## src/rtl/hpdmc_dqseq_if.sv

```systemverilog
// hpdmc_dqseq_if: the command and data bundle between the SDRAM controller
// core, the DQ sequencer and the DQ tristate buffer bank.
// master = controller core plus pad side, slave = the sequencer.
interface hpdmc_dqseq_if #(
    parameter int DW = 32
);
    logic          wr_start;
    logic          rd_start;
    logic [DW-1:0] wr_data;
    logic          wr_next;
    logic [DW-1:0] rd_data;
    logic          rd_valid;
    logic          busy;
    logic          cmd_err;
    logic [DW-1:0] dq_t;
    logic [DW-1:0] dq_i;
    logic [DW-1:0] dq_o;

    modport master (
        output wr_start, rd_start, wr_data, dq_o,
        input  wr_next, rd_data, rd_valid, busy, cmd_err, dq_t, dq_i
    );

    modport slave (
        input  wr_start, rd_start, wr_data, dq_o,
        output wr_next, rd_data, rd_valid, busy, cmd_err, dq_t, dq_i
    );
endinterface

```

## src/rtl/hpdmc_dqseq.sv

```systemverilog
// hpdmc_dqseq: DQ data-path sequencer for the SDRAM controller.
// Drives the tristate enables and output data of the DQ buffer bank for write
// bursts, captures read beats after the CAS latency, and forces a bus
// turnaround gap between a read burst and a following write burst.
// Optional feature macro: HPDMC_DQSEQ_RDREG_EN adds a pad-side capture flop
// on dq_o, delaying read data (and the READ/TURN phases) by one cycle.
module hpdmc_dqseq #(
    parameter int DW    = 32,
    parameter int BURST = 4,
    parameter int CL    = 2,
    parameter int TURN  = 1
) (
    input  logic               sys_clk,
    input  logic               sys_rst_n,
    hpdmc_dqseq_if.slave       bus
);

`ifdef HPDMC_DQSEQ_RDREG_EN
    localparam int CAP_DLY = 1;
`else
    localparam int CAP_DLY = 0;
`endif

    // RDWAIT ends on the cycle whose capture source holds beat 0.
    localparam int WAIT_LAST = CL - 1 + CAP_DLY;
    localparam int M1        = ((BURST - 1) > WAIT_LAST) ? (BURST - 1) : WAIT_LAST;
    localparam int CNT_MAX   = ((TURN - 1) > M1) ? (TURN - 1) : M1;
    localparam int CW        = (CNT_MAX < 1) ? 1 : $clog2(CNT_MAX + 1);

    localparam logic [CW-1:0] BURST_LAST = CW'(BURST - 1);
    localparam logic [CW-1:0] WAIT_END   = CW'(WAIT_LAST);
    localparam logic [CW-1:0] TURN_LAST  = CW'((TURN > 0) ? (TURN - 1) : 0);

    typedef enum logic [2:0] {
        S_IDLE   = 3'd0,
        S_WRITE  = 3'd1,
        S_TURN   = 3'd2,
        S_RDWAIT = 3'd3,
        S_READ   = 3'd4
    } state_t;

    state_t        state_reg, state_next;
    logic [CW-1:0] cnt_reg, cnt_next;

    logic          wr_pop;
    logic          cap_en;
    logic          reject;
    logic          busy_c;

    logic [DW-1:0] dq_t_reg;
    logic [DW-1:0] dq_i_reg;
    logic [DW-1:0] rd_data_reg;
    logic          rd_valid_reg;
    logic          cmd_err_reg;
    logic [DW-1:0] cap_src;

`ifdef HPDMC_DQSEQ_RDREG_EN
    logic [DW-1:0] dq_o_pad_reg;

    // Pad-side flop: the fabric capture register then samples this copy.
    always_ff @(posedge sys_clk or negedge sys_rst_n) begin
        if (!sys_rst_n) begin
            dq_o_pad_reg <= '0;
        end else begin
            dq_o_pad_reg <= bus.dq_o;
        end
    end

    assign cap_src = dq_o_pad_reg;
`else
    assign cap_src = bus.dq_o;
`endif

    // State and beat counter register.
    always_ff @(posedge sys_clk or negedge sys_rst_n) begin
        if (!sys_rst_n) begin
            state_reg <= S_IDLE;
            cnt_reg   <= '0;
        end else begin
            state_reg <= state_next;
            cnt_reg   <= cnt_next;
        end
    end

    // Next-state logic plus the per-cycle strobes (pop, capture, reject, busy).
    always_comb begin
        state_next = state_reg;
        cnt_next   = cnt_reg;
        wr_pop     = 1'b0;
        cap_en     = 1'b0;
        reject     = 1'b0;
        busy_c     = 1'b0;

        case (state_reg)
            S_IDLE: begin
                // Simultaneous starts are ambiguous, so neither is taken.
                if (bus.wr_start && bus.rd_start) begin
                    reject = 1'b1;
                end else if (bus.wr_start) begin
                    wr_pop     = 1'b1;
                    state_next = S_WRITE;
                    cnt_next   = '0;
                end else if (bus.rd_start) begin
                    state_next = S_RDWAIT;
                    cnt_next   = '0;
                end
            end

            S_WRITE: begin
                // Beat 0 was popped in the accept cycle; pop the remaining
                // BURST-1 here, the final cycle only drives the last beat.
                busy_c = 1'b1;
                reject = bus.wr_start | bus.rd_start;
                wr_pop = (cnt_reg != BURST_LAST);
                if (cnt_reg == BURST_LAST) begin
                    state_next = S_IDLE;
                    cnt_next   = '0;
                end else begin
                    cnt_next = cnt_reg + 1'b1;
                end
            end

            S_RDWAIT: begin
                busy_c = 1'b1;
                reject = bus.wr_start | bus.rd_start;
                if (cnt_reg == WAIT_END) begin
                    cap_en     = 1'b1;
                    state_next = S_READ;
                    cnt_next   = '0;
                end else begin
                    cnt_next = cnt_reg + 1'b1;
                end
            end

            S_READ: begin
                // READ spans the rd_valid cycles; capture of the next beat
                // happens in every cycle but the last.
                busy_c = 1'b1;
                reject = bus.wr_start | bus.rd_start;
                cap_en = (cnt_reg != BURST_LAST);
                if (cnt_reg == BURST_LAST) begin
                    state_next = (TURN > 0) ? S_TURN : S_IDLE;
                    cnt_next   = '0;
                end else begin
                    cnt_next = cnt_reg + 1'b1;
                end
            end

            S_TURN: begin
                // Reads cannot collide with read data on the bus, so only
                // writes are held off during the turnaround.
                busy_c = bus.wr_start;
                reject = bus.wr_start;
                if (bus.rd_start) begin
                    state_next = S_RDWAIT;
                    cnt_next   = '0;
                end else if (cnt_reg == TURN_LAST) begin
                    state_next = S_IDLE;
                    cnt_next   = '0;
                end else begin
                    cnt_next = cnt_reg + 1'b1;
                end
            end

            default: begin
                state_next = S_IDLE;
                cnt_next   = '0;
            end
        endcase
    end

    // Pad drive, read capture and error pulse registers.
    always_ff @(posedge sys_clk or negedge sys_rst_n) begin
        if (!sys_rst_n) begin
            dq_t_reg     <= '1;
            dq_i_reg     <= '0;
            rd_data_reg  <= '0;
            rd_valid_reg <= 1'b0;
            cmd_err_reg  <= 1'b0;
        end else begin
            dq_t_reg     <= {DW{~wr_pop}};
            rd_valid_reg <= cap_en;
            cmd_err_reg  <= reject;
            if (wr_pop) begin
                dq_i_reg <= bus.wr_data;
            end
            if (cap_en) begin
                rd_data_reg <= cap_src;
            end
        end
    end

    assign bus.wr_next  = wr_pop;
    assign bus.busy     = busy_c;
    assign bus.dq_t     = dq_t_reg;
    assign bus.dq_i     = dq_i_reg;
    assign bus.rd_data  = rd_data_reg;
    assign bus.rd_valid = rd_valid_reg;
    assign bus.cmd_err  = cmd_err_reg;

endmodule
```

## src/flat_wrapper.sv

```systemverilog
// flat-port wrapper written by rule: the top's interface ports become plain ports
module hpdmc_dqseq_flat 
#(
    parameter int DW    = 32,
    parameter int BURST = 4,
    parameter int CL    = 2,
    parameter int TURN  = 1
)
  (sys_clk, sys_rst_n, bus_wr_start, bus_rd_start, bus_wr_data, bus_dq_o, bus_wr_next, bus_rd_data, bus_rd_valid, bus_busy, bus_cmd_err, bus_dq_t, bus_dq_i);
  hpdmc_dqseq_if #(.DW(DW)) bus_i ();
  input  logic sys_clk;
  input  logic sys_rst_n;
  input wire logic [$bits(bus_i.wr_start)-1:0] bus_wr_start;
  input wire logic [$bits(bus_i.rd_start)-1:0] bus_rd_start;
  input wire logic [$bits(bus_i.wr_data)-1:0] bus_wr_data;
  input wire logic [$bits(bus_i.dq_o)-1:0] bus_dq_o;
  output wire logic [$bits(bus_i.wr_next)-1:0] bus_wr_next;
  output wire logic [$bits(bus_i.rd_data)-1:0] bus_rd_data;
  output wire logic [$bits(bus_i.rd_valid)-1:0] bus_rd_valid;
  output wire logic [$bits(bus_i.busy)-1:0] bus_busy;
  output wire logic [$bits(bus_i.cmd_err)-1:0] bus_cmd_err;
  output wire logic [$bits(bus_i.dq_t)-1:0] bus_dq_t;
  output wire logic [$bits(bus_i.dq_i)-1:0] bus_dq_i;
  assign bus_i.wr_start = bus_wr_start;
  assign bus_i.rd_start = bus_rd_start;
  assign bus_i.wr_data = bus_wr_data;
  assign bus_i.dq_o = bus_dq_o;
  assign bus_wr_next = bus_i.wr_next;
  assign bus_rd_data = bus_i.rd_data;
  assign bus_rd_valid = bus_i.rd_valid;
  assign bus_busy = bus_i.busy;
  assign bus_cmd_err = bus_i.cmd_err;
  assign bus_dq_t = bus_i.dq_t;
  assign bus_dq_i = bus_i.dq_i;
  hpdmc_dqseq #(.DW(DW), .BURST(BURST), .CL(CL), .TURN(TURN)) u_core (.sys_clk(sys_clk), .sys_rst_n(sys_rst_n), .bus(bus_i));
endmodule
```

## config.mk

```make
export PLATFORM = sky130hd
export DESIGN_NAME = hpdmc_dqseq_flat
export DESIGN_NICKNAME = d
export VERILOG_FILES = /design/src/rtl/hpdmc_dqseq_if.sv /design/src/rtl/hpdmc_dqseq.sv /design/src/flat_wrapper.sv
export SDC_FILE = /design/constraint.sdc
export NUM_CORES = 1
export LEC_CHECK = 0
export CORE_MARGIN = 2
export CORE_UTILIZATION = 40
export CTS_CLUSTER_DIAMETER = 150
export DETAILED_ROUTE_END_ITERATION = 7
export PLACE_DENSITY_LB_ADDON = 0.1
export SYNTH_ARGS = -nofsm -noshare
export SYNTH_HDL_FRONTEND = slang
export SYNTH_SLANG_ARGS = --single-unit
```

## constraint.sdc

```tcl
create_clock -name sys_clk -period 2.55 [get_ports sys_clk]
set_input_delay 0.51 -clock sys_clk [delete_from_list [all_inputs] [get_ports sys_clk]]
set_output_delay 0.51 -clock sys_clk [all_outputs]
set_load 0.01 [all_outputs]
```

## Word level (Yosys, flattened, before mapping)

Index checks and enable logic that the tools add are counted.

| operators by class | value |
|---|---|
| add/subtract/negate cells | 1 |
| equality and inequality tests | 13 |
| multiplexer cells | 25 |
| bitwise operators | 2 |
| reduce and logical (&&, ||, !) cells | 7 |

Operators with widths:

| cell | count |
|---|---|
| two-way mux 3 bit | 8 |
| case mux 3 bit (5 select lines) | 1 |
| two-way mux 2 bit | 7 |
| case mux 2 bit (4 select lines) | 1 |
| == test 3 x 2 -> 1 bit, second input constant | 2 |
| inequality test 2 x 1 -> 1 bit, second input constant | 3 |
| case mux 1 bit (2 select lines) | 3 |
| AND reduction 6 bit | 1 |
| two-way mux 1 bit | 4 |
| inequality test 2 bit, second input constant | 2 |
| == test 3 x 1 -> 1 bit, second input constant | 1 |
| == test 3 bit, second input constant | 1 |
| zero test 3 bit | 1 |
| inequality test 3 x 2 -> 1 bit, second input constant | 1 |
| inequality test 3 bit, second input constant | 1 |
| case mux 1 bit (3 select lines) | 1 |
| OR reduction 3 bit | 1 |
| adder 2 x 1 -> 2 bit, second input constant | 1 |
| == test 2 x 1 -> 1 bit, second input constant | 1 |
| == test 2 bit, second input constant | 1 |
| zero test 2 bit | 1 |
| AND reduction 2 bit | 1 |
| OR reduction 2 bit | 1 |
| logical AND 1 bit | 1 |
| other kinds (2) | 2 |

| word-level totals | value |
|---|---|
| register bits | 72 |
| bits of input ports | 68 |
| word-level logic and storage cells | 55 |

## Longest topological paths before layout

| logic depth | value |
|---|---|
| depth after elaboration | 4 |
| depth in mapped cells | 6 |
| mapped depth without buffers | 5 |

## Worst setup path before layout

Ideal clock, no wire load.

| path | value |
|---|---|
| kind | register to output |
| from | reg u_core.cnt_reg[0] |
| to | out bus_wr_next |
| arrival | 1.463 ns |
| required time | 2.040 ns |
| path slack | 0.577 ns |
| stages on the path, launching flop included | 6 |
| cell sequence | dfrtp_1 -> ha_1 -> nor4b_1 -> a41oi_2 -> buf_2 -> inv_1 |

| on the way | value |
|---|---|
| longest elaborated chain between the ends | 2 |

RTL lines:

| element | line | text |
|---|---|---|
| start, declared | hpdmc_dqseq.sv:43 | `logic [CW-1:0] cnt_reg, cnt_next;` |
| start signal, assigned | hpdmc_dqseq.sv:81 | `cnt_reg <= cnt_next;` |
| inequality test 2 bit | hpdmc_dqseq.sv:114 | `wr_pop = (cnt_reg != BURST_LAST);` |
| case mux 1 bit (2 select lines) | hpdmc_dqseq.sv:94 | `case (state_reg)` |
| end, declared | flat_wrapper.sv:17 | `output wire logic [$bits(bus_i.wr_next)-1:0] bus_wr_next;` |

Every way passes these cells.

## Worst setup path after layout

Same ends and word-level chain as after synthesis.

==> flow_summary.json <==
{
  "status": "finished, final reports clean",
  "holdBufCountCts": 0,
  "path_buf_inv": 3,
  "drt_pass1_iterations": 4,
  "synth_top_cell_area_share_pct": 55.45,
  "leakagePower_uw": 0.002087,
  "remaining_drc_errors": 0,
  "diodes": 0,
  "top_usage_layer": "met2",
  "synth.distinct_cells": 35,
  "dp_hpwl_um": 5275,
  "utilization_pct": 65.29,
  "num_vias": 2267,
  "ir_drop_mv": 0.5521,
  "grt_usage_pct": 16.72,
  "async_flop_share_pct": 100.0,
  "numCtsBuffers": 9,
  "ys_seq_area_share_pct": 56.27,
  "grt_overflow_total": 0,
  "start_kind": "register",
  "synth_warnings": 0,
  "reg2reg_to": "u_core.bus.rd_data[25]",
  "antenna_found_initial": 0,
  "critPathKind": "register to primary output",
  "setup_slack_ns": 0.09064,
  "regArea_sq_um": 1804,
  "ys_seq_elements": 72,
  "dieArea_sq_um": 8743,
  "grt_util_met1_pct": 20.80,
  "rsz0062_at_grt": "no",
  "worstMarginPinSlew_ns": 0.5212,
  "core_sq_um": 7727,
  "grt_util_met3_pct": 5.721,
  "drt-initial-drc-count": 77,
  "wire_per_inst_um": 14.93,
  "area_growth_pct": 57.44,
  "cts_tree": "built",
  "dp_slack_ns": 0.1446,
  "cpMaxStageDelayCell": "clkdlybuf4s50_1",
  "fin_crit_ns": 2.459,
  "multiInputGateArea_sq_um": 1090,
  "nFillCells": 598,
  "grt_pass1_wl_um": 11270,
  "critical-path-top-delay-family": "buffers and inverters",
  "grt_pass1_vias": 2288,
  "rr_startpoint": "u_core.cnt_reg[1]",
  "insertion_delay_ns": 0.33,
  "hold_path.class": "primary input to asynchronous set/reset pin",
  "setup-tns-final_ns": 0,
  "nets": 452,
  "min_period_over_period_pct": 96.45,
  "pin_count": 168,
  "end_kind": "primary output",
  "crit_fanout": 2,
  "routed_wl_um": 7258,
  "r2r_setup_slack_ns": 0.57,
  "clkTransAtPathRegs_ns": 0.07,
  "num_rows": 32,
  "worst_r2r_path_depth": 7,
  "hold_viol": 0,
  "slowest_delay_ns": 0.52,
  "postSynthNetCount": 302,
  "die_w_um": 93.51,
  "io_buffers": 167,
  "final-setup-viol-count": 0,
  "fmax_mhz": 406.6,
  "cap_violations": 0,
  "final_antenna_net_count": 0,
  "synth-edff-count": 0,
  "synth_area_leaders": "dfrtp_1, mux2_2, buf_4, ha_1, mux2_1",
  "die_h_um": 93.51,
  "syn-mean-instance-area_sq_um": 13.99,
  "met2_usage_pct": 26.38,
  "clock_skew_ns": 0.004763,
  "relSlewSlack_pct": 64.76,
  "synth_top_area_cell": "dfrtp_1",
  "ys_top_cells_by_count": "dfrtp_1, mux2_2, buf_4, inv_1",
  "cts-root-buf": "clkbuf_8",
  "syn_area_sq_um": 3204,
  "worst-endpoint-required_ns": 2.04,
  "place_congestion": 0.7293,
  "clock-sinks": 72,
  "yosysMostFrequentCell": "dfrtp_1",
  "setup.worst_path.start": "u_core.cnt_reg[0]",
  "synthCells": 229,
  "worst_ep_arrival_time_ns": 1.95,
  "power.total_uw": 6594,
  "via_per_inst": 4.665,
  "drive_gt1_share_pct": 25.52,
  "start_util_pct": 41.47,
  "grt_max_degree": 73,
  "synthFlopType": "dfrtp_1",
  "slew_violations": 0,
  "endpoint": "bus_wr_next",
  "cts_buffer_depth": 2,
  "h-tree-depth": 3,
  "crit_chain": "ha_1, nor4b_2, buf_4, a41oi_4, inv_1, clkdlybuf4s50_1",
  "cp_num_cells": 6,
  "power_density_nw_per_um2": 1307
}
## stage by stage
stage | cell area (sq um) | hold slack, ns | std cells
floorplan | 3204 | 0.2144 | 229
global placement | 4791 | 0.4661 | 465
detailed placement | 4791 | 0.4783 | 465
CTS | 5012 | 0.2024 | 482
global route | 5045 | 0.2282 | 486
finish | 5045 | 0.1839 | 486
## layer usage
layer	vias up	part of all wire [%]
met5	-	0
met3	10	9.8
met1	1083	42
met2	106	46
li1	1068	-
met4	0	1.7
## worst min-delay path by stage
| stage | cells after the start | end | startpoint | slack (ns) |
|---|---|---|---|---|
| final | 2 | u_core.bus.dq_i[8] | sys_rst_n | 0.18 |
| after global routing | 2 | u_core.bus.dq_i[11] | sys_rst_n | 0.23 |
| after CTS | 2 | u_core.bus.rd_data[27] | sys_rst_n | 0.20 |
| after detailed placement | 1 | u_core.bus.rd_data[28] | u_core.bus.rd_data[28] | 0.48 |
| after global placement | 1 | u_core.bus.rd_data[14] | u_core.bus.rd_data[14] | 0.47 |
| after floorplan | 0 | u_core.bus.cmd_err | sys_rst_n | 0.21 |
## layout make-up
type | count | share of cell area [%]
timing repair buffer | 182 | 35.57
clock buffer | 11 | 3.001
tap | 102 | 2.530
multi-input combinational | 108 | 21.60
sequential | 72 | 35.76
clock inverter | 5 | 1.091
inverter | 6 | 0.4464
## power by group
part,switching (uW),internal (uW)
Combinational,1340,2250
Sequential,353,1730
Clock,418,502
Total,2110,4480
## repair_timing
| item | 4_1_cts | 5_1_grt |
|---|---|---|
| endpoints found under the hold margin | 0 | 0 |
| resized for setup | 2 | 1 |
| endpoints found under the setup margin | 2 | 2 |
| buffers inserted | 1 | 4 |
## placed cells by master (no fill, tap or decap), drive strengths merged, types with 3 or more instances in the layout
cell / netlist / routed
a21oi: 3 / 3
buf: 39 / 16
clkbuf: 4 / 11
clkdlybuf4s50: 0 / 165
dfrtp: 71 / 71
ha: 5 / 5
inv: 6 / 6
mux2: 64 / 64
nand2: 4 / 4
nor3b: 3 / 3
o211ai: 3 / 3
o21ai: 3 / 3
## cell families after synthesis
kind of cell | after synthesis | synth area share, %
compound gates | 18 | 4.686
xor+xnor | 1 | 0.2734
fa+ha+maj | 5 | 1.952
buf+inv | 49 | 10.27
flops | 72 | 56.27
mux | 65 | 22.80
simple gates | 19 | 3.749
Note: power is estimated with default switching activity, not from simulation.
